==> src/rtl/register_file.sv <==
// Architectural register file with rename tags for the Tomasulo core.
// Answers decoder operand queries combinationally; updates on issue, commit and flush.
module register_file #(
    parameter int unsigned ROB_WIDTH_BIT = 4
) (
    input  logic                     clk_in,
    input  logic                     rst_in,
    input  logic                     rdy_in,

    input  logic [4:0]               get_reg_id1,
    output logic [31:0]              rs1_val,
    output logic                     has_dep1,
    output logic [ROB_WIDTH_BIT-1:0] dep1,
    input  logic [4:0]               get_reg_id2,
    output logic [31:0]              rs2_val,
    output logic                     has_dep2,
    output logic [ROB_WIDTH_BIT-1:0] dep2,

    output logic [ROB_WIDTH_BIT-1:0] rob_query_id1,
    output logic [ROB_WIDTH_BIT-1:0] rob_query_id2,
    input  logic                     rob_query_ready1,
    input  logic                     rob_query_ready2,
    input  logic [31:0]              rob_query_value1,
    input  logic [31:0]              rob_query_value2,

    input  logic                     issue_valid,
    input  logic [4:0]               issue_reg_id,
    input  logic [ROB_WIDTH_BIT-1:0] issue_rob_id,

    input  logic                     commit_valid,
    input  logic [4:0]               commit_reg_id,
    input  logic [31:0]              commit_value,
    input  logic [ROB_WIDTH_BIT-1:0] commit_rob_id,

    input  logic                     flush
);

    typedef struct packed {
        logic [31:0]              val;
        logic                     has_dep;
        logic [ROB_WIDTH_BIT-1:0] dep;
    } query_t;

    logic [31:0]              regs_q [32];
    logic [31:0]              regs_d [32];
    logic [ROB_WIDTH_BIT-1:0] tag_q  [32];
    logic [ROB_WIDTH_BIT-1:0] tag_d  [32];
    logic [31:0]              busy_q;
    logic [31:0]              busy_d;

    query_t q1, q2;

    // Priority: x0, idle register, same-cycle commit bypass, ROB forward, wait on tag.
    function automatic query_t resolve(input logic [4:0] id, input logic ready,
                                       input logic [31:0] rob_val);
        query_t q;
        q.val     = regs_q[id];
        q.has_dep = 1'b0;
        q.dep     = tag_q[id];
        if (id == 5'd0) begin
            q.val = '0;
            q.dep = '0;
        end else if (busy_q[id]) begin
            if (commit_valid && commit_rob_id == tag_q[id]) begin
                q.val = commit_value;
            end else if (ready) begin
                q.val = rob_val;
            end else begin
                q.has_dep = 1'b1;
            end
        end
        return q;
    endfunction

    always_comb begin
        q1 = resolve(get_reg_id1, rob_query_ready1, rob_query_value1);
        q2 = resolve(get_reg_id2, rob_query_ready2, rob_query_value2);
        rs1_val       = q1.val;
        has_dep1      = q1.has_dep;
        dep1          = q1.dep;
        rs2_val       = q2.val;
        has_dep2      = q2.has_dep;
        dep2          = q2.dep;
        rob_query_id1 = tag_q[get_reg_id1];
        rob_query_id2 = tag_q[get_reg_id2];
    end

    always_comb begin
        regs_d = regs_q;
        tag_d  = tag_q;
        busy_d = busy_q;
        if (rdy_in) begin
            if (commit_valid && commit_reg_id != 5'd0) begin
                regs_d[commit_reg_id] = commit_value;
                // A stale commit writes the value but keeps the newer rename live.
                if (tag_q[commit_reg_id] == commit_rob_id) begin
                    busy_d[commit_reg_id] = 1'b0;
                end
            end
            if (flush) begin
                busy_d = '0;
            end else if (issue_valid && issue_reg_id != 5'd0) begin
                busy_d[issue_reg_id] = 1'b1;
                tag_d[issue_reg_id]  = issue_rob_id;
            end
        end
    end

    always_ff @(posedge clk_in) begin
        if (rst_in) begin
            for (int i = 0; i < 32; i++) begin
                regs_q[i] <= '0;
                tag_q[i]  <= '0;
            end
            busy_q <= '0;
        end else begin
            regs_q <= regs_d;
            tag_q  <= tag_d;
            busy_q <= busy_d;
        end
    end

endmodule

==> config.mk <==
export PLATFORM = sky130hd
export DESIGN_NAME = register_file
export DESIGN_NICKNAME = d
export VERILOG_FILES = /design/src/rtl/register_file.sv
export SDC_FILE = /design/constraint.sdc
export NUM_CORES = 2
export LEC_CHECK = 0
export CAP_MARGIN = 25
export CORE_ASPECT_RATIO = 0.75
export CORE_MARGIN = 4
export CORE_UTILIZATION = 55
export CTS_CLUSTER_DIAMETER = 120
export DETAILED_ROUTE_END_ITERATION = 7
export GPL_ROUTABILITY_DRIVEN = 0
export PLACE_DENSITY_LB_ADDON = 0.1
export REMOVE_ABC_BUFFERS = 1
export SLEW_MARGIN = 25
export SYNTH_ARGS = -nofsm -noshare
export SYNTH_HDL_FRONTEND = slang
export SYNTH_SLANG_ARGS = --single-unit
==> constraint.sdc <==
create_clock -name clk_in -period 9.67 [get_ports clk_in]
set_input_delay 1.4505 -clock clk_in [delete_from_list [all_inputs] [get_ports clk_in]]
set_output_delay 1.4505 -clock clk_in [all_outputs]
set_load 0.03 [all_outputs]
==> flow_summary.ini <==
[floorplan]
rows = 107
die_area_mm2 = 0.120
die_y_um = 301
core_mm2 = 0.114
die_w_um = 398
io_pins = 214
initial_core_util_pct = 55.3

[drt]
ant_nets = 0
vias_per_cell = 6.89
drt-total-wl_mm = 254
drc = 0
drt_pre_antenna_iters = 6
drt_iter0_drc = 9385
wire_per_inst_um = 30.9
vias = 56600

[synth]
synthSimpleGateAreaFrac_pct = 16.3
ys_seq_area_share_pct = 37.7
syn_avg_cell_area_um2 = 9.19
ys_warn_count = 0
synth-edff-count = 0
synthArstFlopShare_pct = 0
yosysMostFrequentCell = nand2_1
ys_seq_elements = 1184
synth_area_leaders = dfxtp_1 38%, mux4_2 24%, nand2_1 13%
syn_area_mm2 = 0.0628
synthTopCellsByCount = 2123 x nand2_1, 1184 x dfxtp_1, 1141 x a21oi_1
yosys.area.top_type_share_pct = 37.7
synth_top_family_by_area = multiplexers
synthAdderAreaFrac_pct = 0
synth_cells = 6837
synth_top_area_cell = dfxtp_1
muxShareOfSynthArea_pct = 29.3
synth_flop_cell = dfxtp_1
synth_compound_area_share_pct = 11.8
yosysUniqueCellTypes = 59
synth-xor-area-share_pct = 0.139

[timing]
tightest_slew_ps = 1230
finalHoldViolCount = 0
max_freq_ghz = 0.123
slew_headroom_pct = 17.7
finalClockSkew_ps = 16.4
maxSlewViolCount = 0
totalNegativeSetupSlack_ps = 0
min_period_over_period_pct = 83.8
rsz0062_at_grt = false
setup_viol = 0
period_needed_ps = 8100

[setup_path]
path_buf_inv = 4
crit_chain = buf_8 -> buf_4 -> mux4_2 -> mux2i_1 -> nand2_1 -> o21ai_0 -> o22ai_4 -> o21ai_4 -> buf_4 -> a211oi_1 -> clkdlybuf4s50_1
crit_fanout = 67
crit_top_cell = buf_4
cp_top_family = buffers and inverters
path_class = in2out
worstPathRequired_ps = 8220
critPathMaxStageDelay_ps = 810
end_kind = primary output
cp_slowest_cell = buf_4
cp.arrival_ps = 6650
critPathLaunchType = input pin

[finish]
final_util_pct = 61.3
syn_to_final_growth_pct = 10.7
fillers = 9709
drive_gt1_share_pct = 17.0
final_nets = 6714

[global_route]
grtUsageTotal_pct = 41.4
grt_pass1_wl_mm = 364
grt-ovfl-total = 0
grt_max_degree = 220
antenna_found_initial = 8
first_global_vias = 52400

[place]
portBuffers = 213
hpwl_mm = 140

[pwr]
p_leak_uw = 0.0225
peakVddDrop_mv = 0.173
power_density_mw_per_mm2 = 155

[flow_run]
maxCapViolCount = 0

[clock_tree]
cts_made_buffers = 117
cts.htree.levels = 3
path_clk_slew_ps = 60
clock_path_buffers = 3
hold_buffers = 0
clock_sinks = 1184
cts.root.buffer_cell = clkbuf_16
post_cts_buffers = 0
cts_resized = 0
clk-insertion-delay-late_ps = 740
cts_tree = yes

[worst_hold_path]
holdCritPathClass = reg2reg

[run_status]
status = finished, final reports clean
-- power breakdown --
group | internal [uW] | switching, uW | total (uW) | leakage, uW
logic | 327 | 671 | 998 | 0.0110
clock network | 2790 | 2090 | 4880 | 0.00197
registers | 4890 | 14.6 | 4910 | 0.00954
total | 8010 | 2780 | 10800 | 0.0225
-- per-layer routing --
layer	vias to the layer above	GRT usage, %	wire (um)
met5	-	0.0406	24
met4	4	19.8	14700
met3	965	14.8	38400
met2	4512	59.8	107000
met1	27500	55.7	93800
li1	23600	-	-
-- area by class of cell --
class	instances	area, um2	area share, %
sequential	1184	23700	34.1
inverter	11	42.5	0.0612
timing repair buffer	352	3280	4.71
antenna	9	22.5	0.0324
multi-input combinational	4916	36600	52.6
clock inverter	47	608	0.874
tap	1526	1910	2.74
clock buffer	171	3410	4.91
-- tightest hold or removal path, stage by stage, from the launching register on --
cell and delay, ps:
dfxtp_1 320, nand2_1 50, a21oi_1 50
-- state kept, by name (all words and copies together) (netlist names) --
name    cells
regs_q   1024
tag_q     128
busy_q     32
-- path summary, 6_finish.rpt --
check,from,end,slack (ps),cells after the start
worst max register to register,tag_q[2],busy_q[12],6970,8
worst min register to register,regs_q[693],regs_q[693],470,2
worst max-delay path,get_reg_id1[0],rs1_val[8],1570,11
worst min-delay path,regs_q[693],regs_q[693],470,2
-- per-stage QoR --
stage / area [um2] / power (uW) / hold WS (ps) / std cells / worst slack, ps
after detailed placement: 65500 / 5990 / 457 / 7988 / 1700
final: 69600 / 10800 / 465 / 8216 / 1570
after global placement: 65500 / 5980 / 448 / 7987 / 1730
after CTS: 69500 / 10800 / 465 / 8206 / 1690
after floorplan: 59900 / 5360 / 437 / 6111 / 980
after global routing: 69500 / 11000 / 479 / 8207 / 1420
-- cell families (layout without fill, tap and decap cells) --
| kind of cell | count (synthesis) | in the layout |
|---|---|---|
| AOI/OAI and AO/OA | 1341 | 1341 |
| xor gates and xnor gates | 10 | 10 |
| buffers and inverters | 737 | 581 |
| DFF | 1184 | 1184 |
| muxes | 1008 | 1008 |
| other | 0 | 9 |
| and+or+nand+nor | 2557 | 2557 |
-- placed cells by master (no fill, tap or decap), drive strengths merged, types with 5 or more instances in the layout --
cell           instances
nand2               2123
dfxtp               1184
a21oi               1141
mux4                 664
mux2i                336
clkdlybuf4s50        195
clkbuf               173
buf                  155
nor2                 149
nand2b                74
nand3                 74
a221oi                51
nor2b                 48
nor3                  43
a22oi                 32
o211ai                28
clkinv                25
o21ai                 22
a211oi                22
nand3b                14
a31oi                 13
bufinv                13
inv                   13
diode                  9
o22ai                  8
mux2                   8
clkinvlp               7
and3                   7
a22o                   6
nand4                  6
o221ai                 5
xnor2                  5
xor2                   5
Power figures use the tool's default switching activity.
